===== config.mk =====
export PLATFORM = sky130hd
export DESIGN_NAME = mem_bus_arbiter
export DESIGN_NICKNAME = d
export VERILOG_FILES = /design/src/rtl/mem_bus_arbiter.sv
export SDC_FILE = /design/constraint.sdc
export NUM_CORES = 1
export LEC_CHECK = 0
export CORE_MARGIN = 2
export CORE_UTILIZATION = 30
export CTS_BUF_LIST = sky130_fd_sc_hd__clkbuf_4 sky130_fd_sc_hd__clkbuf_8 sky130_fd_sc_hd__clkbuf_16
export DETAILED_ROUTE_END_ITERATION = 10
export PLACE_DENSITY = 0.78
export REMOVE_ABC_BUFFERS = 1
export SLEW_MARGIN = 10
export SYNTH_ARGS = -nofsm -noshare
export SYNTH_HDL_FRONTEND = slang
export SYNTH_SLANG_ARGS = --single-unit
export TNS_END_PERCENT = 10

===== constraint.sdc =====
create_clock -name clk -period 2.1 [get_ports clk]
set_clock_uncertainty 0.1 [all_clocks]
set_input_delay 0.42 -clock clk [delete_from_list [all_inputs] [get_ports clk]]
set_output_delay 0.42 -clock clk [all_outputs]
set_load 0.05 [all_outputs]

===== src/rtl/mem_bus_arbiter.sv =====
// Fixed-priority arbiter sharing one external memory bus between fetch and load/store.
// Optional macro ARB_TIMEOUT_EN adds a wait-cycle limit that completes a stuck access with a NOP and bus_err.
module mem_bus_arbiter #(
    parameter int unsigned TIMEOUT_CYCLES = 255
) (
    input  logic        clk,
    input  logic        rst,
    input  logic        i_req,
    input  logic [31:0] i_addr,
    output logic [31:0] i_rdata,
    output logic        i_ack,
    input  logic        d_req,
    input  logic        d_write,
    input  logic [1:0]  d_size,
    input  logic [31:0] d_addr,
    input  logic [31:0] d_wdata,
    output logic [31:0] d_rdata,
    output logic        d_ack,
    output logic [31:0] bus_addr,
    output logic        bus_mreq,
    output logic        bus_write,
    output logic [1:0]  bus_size,
    output logic [31:0] bus_wdata,
    output logic        bus_wen,
    input  logic [31:0] bus_rdata,
    input  logic        bus_ack_n,
    output logic        bus_err,
    output logic [1:0]  arb_state
);

    typedef enum logic [1:0] {
        IDLE = 2'd0,
        IACC = 2'd1,
        DACC = 2'd2
    } state_t;

    localparam logic [31:0] NOP_INSN = 32'h0000_0013;

    state_t      state;
    state_t      state_next;
    logic [31:0] lat_addr;
    logic [31:0] lat_wdata;
    logic [1:0]  lat_size;
    logic        lat_write;
    logic        busy;
    logic        ack_hit;
    logic        timeout;
    logic        done;
    logic [31:0] resp_data;

    assign busy    = (state != IDLE);
    assign ack_hit = busy && !bus_ack_n;
    assign done    = ack_hit || timeout;

`ifdef ARB_TIMEOUT_EN
    localparam logic [15:0] LIMIT = 16'(TIMEOUT_CYCLES - 1);
    logic [15:0] wait_cnt;

    // Counter holds the number of completed busy cycles, so busy cycle k sees k-1.
    always_ff @(posedge clk or posedge rst) begin
        if (rst) begin
            wait_cnt <= 16'd0;
        end else if (!busy) begin
            wait_cnt <= 16'd0;
        end else begin
            wait_cnt <= wait_cnt + 16'd1;
        end
    end

    assign timeout = busy && bus_ack_n && (wait_cnt == LIMIT);
`else
    logic unused_timeout_cfg;
    assign unused_timeout_cfg = |TIMEOUT_CYCLES;
    assign timeout = 1'b0;
`endif

    always_ff @(posedge clk or posedge rst) begin
        if (rst) begin
            state <= IDLE;
        end else begin
            state <= state_next;
        end
    end

    always_comb begin
        state_next = state;
        case (state)
            IDLE: begin
                if (d_req) begin
                    state_next = DACC;
                end else if (i_req) begin
                    state_next = IACC;
                end
            end
            IACC, DACC: begin
                if (done) begin
                    state_next = IDLE;
                end
            end
            default: state_next = IDLE;
        endcase
    end

    // The winner's request is captured once at grant; the bus only ever sees these copies.
    always_ff @(posedge clk or posedge rst) begin
        if (rst) begin
            lat_addr  <= 32'd0;
            lat_wdata <= 32'd0;
            lat_size  <= 2'b00;
            lat_write <= 1'b0;
        end else if (state == IDLE) begin
            if (d_req) begin
                lat_addr  <= d_addr;
                lat_wdata <= d_wdata;
                lat_size  <= d_size;
                lat_write <= d_write;
            end else if (i_req) begin
                lat_addr  <= i_addr;
                lat_wdata <= 32'd0;
                lat_size  <= 2'b10;
                lat_write <= 1'b0;
            end
        end
    end

    assign bus_mreq  = busy;
    assign bus_addr  = lat_addr;
    assign bus_size  = lat_size;
    assign bus_wdata = lat_wdata;
    assign bus_write = busy && lat_write;
    assign bus_wen   = bus_write;
    assign bus_err   = timeout;

    assign resp_data = timeout ? NOP_INSN : bus_rdata;
    assign i_ack     = (state == IACC) && done;
    assign d_ack     = (state == DACC) && done;
    assign i_rdata   = i_ack ? resp_data : 32'd0;
    assign d_rdata   = d_ack ? resp_data : 32'd0;
    assign arb_state = state;

endmodule


==> reports/results.ini <==
[yosys]
synth_edf_count = 0
syn_inst = 314
synth_area_mm2 = 0.00335
synth_top_family_by_area = simple AND/OR/NAND/NOR gates
synth.distinct_cells = 23
synth-adder-area-share = 0.0149
synth_ff_type = dfrtp_1
ys_warn_count = 0
synthSimpleGateAreaFrac = 0.173
ys_ff_latch = 69
synth_mux_area_frac = 0.0986
ys_seq_area_frac = 0.515
syn_avg_cell_area_um2 = 10.7
synth-xor-area-share = 0
synth-async-reset-ratio = 1.00
synth-compound-area-share = 0.150

[finish]
multi_input_area_mm2 = 0.00158
antennaDiodeCount = 0
areaGrowthSynthToFinish_pct = 120
final_cell_mix = clkdlybuf4s50_1, buf_12, dfrtp_1
final_util = 0.677
regArea_mm2 = 0.00173
layout-drive-gt1-share = 0.272
final_common_cell = clkdlybuf4s50_1
fin_area_mm2 = 0.00737
fillers = 813
final_nets = 735

[clock_network]
clock_latency_ns = 0.32
cts_tree = built
cts_max_level = 3
cts.path.max_buffers = 2
cts_made_buffers = 9
cts_root_buffer = clkbuf_8
postCtsHoldBufs = 0
cts.sinks = 69
clk_pin_slew_ns = 0.06

[min_path]
min-delay-start = bus_addr[17]
hold_end = bus_addr[17]
hold_class = reg -> reg
whs_path_depth = 2

[global_route]
grt_pass1_wl_mm = 18.5
grt_usage = 0.204
grt.overflow.total = 0
grt_use_met3 = 0.0456
grt_pass1_vias = 3420
gr-usage-met1 = 0.230
busiest_layer = met2
grt_max_degree = 70
antenna_found_initial = 0
grt_use_met2 = 0.362

[floorplan]
initial_core_util = 0.308
core_mm2 = 0.0109
num_rows = 38
die_h_um = 110
ios = 274
die_area_mm2 = 0.0120
die_x_um = 110

[detailed_routing]
wl_per_cell_um = 17.0
vias = 3396
wl_mm = 12.5
via_per_inst = 4.59
drt-initial-drc-count = 128
final_antenna_net_count = 0
drc_errors = 0
first_pass_iters = 4

[critical_path]
r2r_start = arb_state[1]
regToRegSetupSlack_ns = 0.43
critPathMaxFanout = 5
worstSetupEndpointType = output port
startpoint_type = flop
r2r-end = bus_wdata[1]
r2r_cells = 6
crit_type = reg -> out
critical_path_arrival_ns = 1.77
critical_path_required_ns = 1.58

[power]
worst_ir_drop_vdd_mv = 0.890
fin_total_pwr_mw = 9.70
power_leakage_nw = 3.27
pwr_density_cell_mw_per_mm2 = 1320

[outcome]
status = finished, violations left
violations = negative setup slack

[timing]
setup_violations = 65
post-route-period-util = 1.09
hold_viol_final = 0
worstMarginPinSlew_ns = 0.527
timing.fmax_mhz = 437
min_period_ns = 2.29
relSlewSlack = 0.647
grt_setup_unrepaired = true
slew_viol_final = 0
setup_slack_ns = -0.191

[run]
max_cap_viol_count = 0

[placed_design]
hpwlAfterDp_mm = 9.91
dpl_cell_area_mm2 = 0.00693
io_buffers = 272
place_congestion = 0.836

## logic make-up after synthesis
logic type / Yosys count
DFF: 69
and+or+nand+nor: 104
muxes: 33
AOI/OAI and AO/OA: 71
adders and majority gates: 4
other: 1
buffers and inverters: 32
## critical path, cell delays in order, from the launching register on
cell,delay [ns]
dfrtp_1,0.36
inv_2,0.07
ha_2,0.21
nor3b_4,0.21
buf_6,0.17
buf_6,0.12
and2_4,0.16
buf_12,0.13
## through the flow
step | hold WS (ns) | instances | setup TNS [ns] | worst slack [ns]
floorplan | 0.365 | 288 | -81.18 | -1.24
finish | 0.378 | 740 | -10.42 | -0.191
global route | 0.402 | 740 | -16.32 | -0.271
CTS | 0.385 | 739 | -11.51 | -0.215
global placement | 0.362 | 716 | -5.38 | -0.169
detailed placement | 0.369 | 716 | -5.76 | -0.161
## worst max-delay path by stage
stage / startpoint / end / slack (ns) / depth (start not counted)
finish: arb_state[0] / i_rdata[20] / -0.19 / 7
global route: arb_state[0] / d_rdata[13] / -0.27 / 6
CTS: arb_state[0] / i_rdata[7] / -0.21 / 7
detailed placement: bus_ack_n / i_rdata[7] / -0.16 / 5
global placement: bus_ack_n / i_rdata[7] / -0.17 / 5
floorplan: arb_state[0] / d_rdata[0] / -1.24 / 4
## routing by layer
| metal | up-vias | share of wire |
|---|---|---|
| met1 | 1577 | 0.37 |
| met3 | 24 | 0.075 |
| met4 | 0 | 0.032 |
| met5 | - | 0 |
| met2 | 162 | 0.52 |
| li1 | 1633 | - |
## final cells by class
cell class / instances / share of cell area
Inverter: 6 / 0.00306
Clock buffer: 11 / 0.0188
Clock inverter: 5 / 0.0102
Tap cell: 140 / 0.0238
Timing Repair Buffer: 296 / 0.495
Multi-Input combinational cell: 213 / 0.214
Sequential cell: 69 / 0.234
## what timing repair did
item                       CTS  global route
gates resized for setup     50             3
hold endpoints to repair     0             0
gates cloned                 3             1
setup buffers                4             0
pin swaps                    3             7
setup endpoints to repair   68            70
## power breakdown
group          internal (mW)  leakage (nW)  switching, mW
logic                   2.40          2.29           3.87
clock network          0.690         0.114          0.479
registers               1.93         0.862          0.332
## flip-flops by register name, summed over array words and instances (netlist names)
name and cells:
bus_addr 32, bus_wdata 32, arb_state 2, bus_size 2
lat_write 1
## Yosys cell counts, drive strengths merged (4+ instances only)
cell type | instances | area share
a22o | 34 | 0.089
and2 | 65 | 0.12
buf | 18 | 0.032
clkbuf | 8 | 0.0093
dfrtp | 69 | 0.52
ha | 4 | 0.015
inv | 6 | 0.0067
mux2i | 33 | 0.099
nand2 | 33 | 0.037
nor3b | 4 | 0.010
o21ai | 34 | 0.054
No activity file was read; power rests on OpenSTA's default activity.
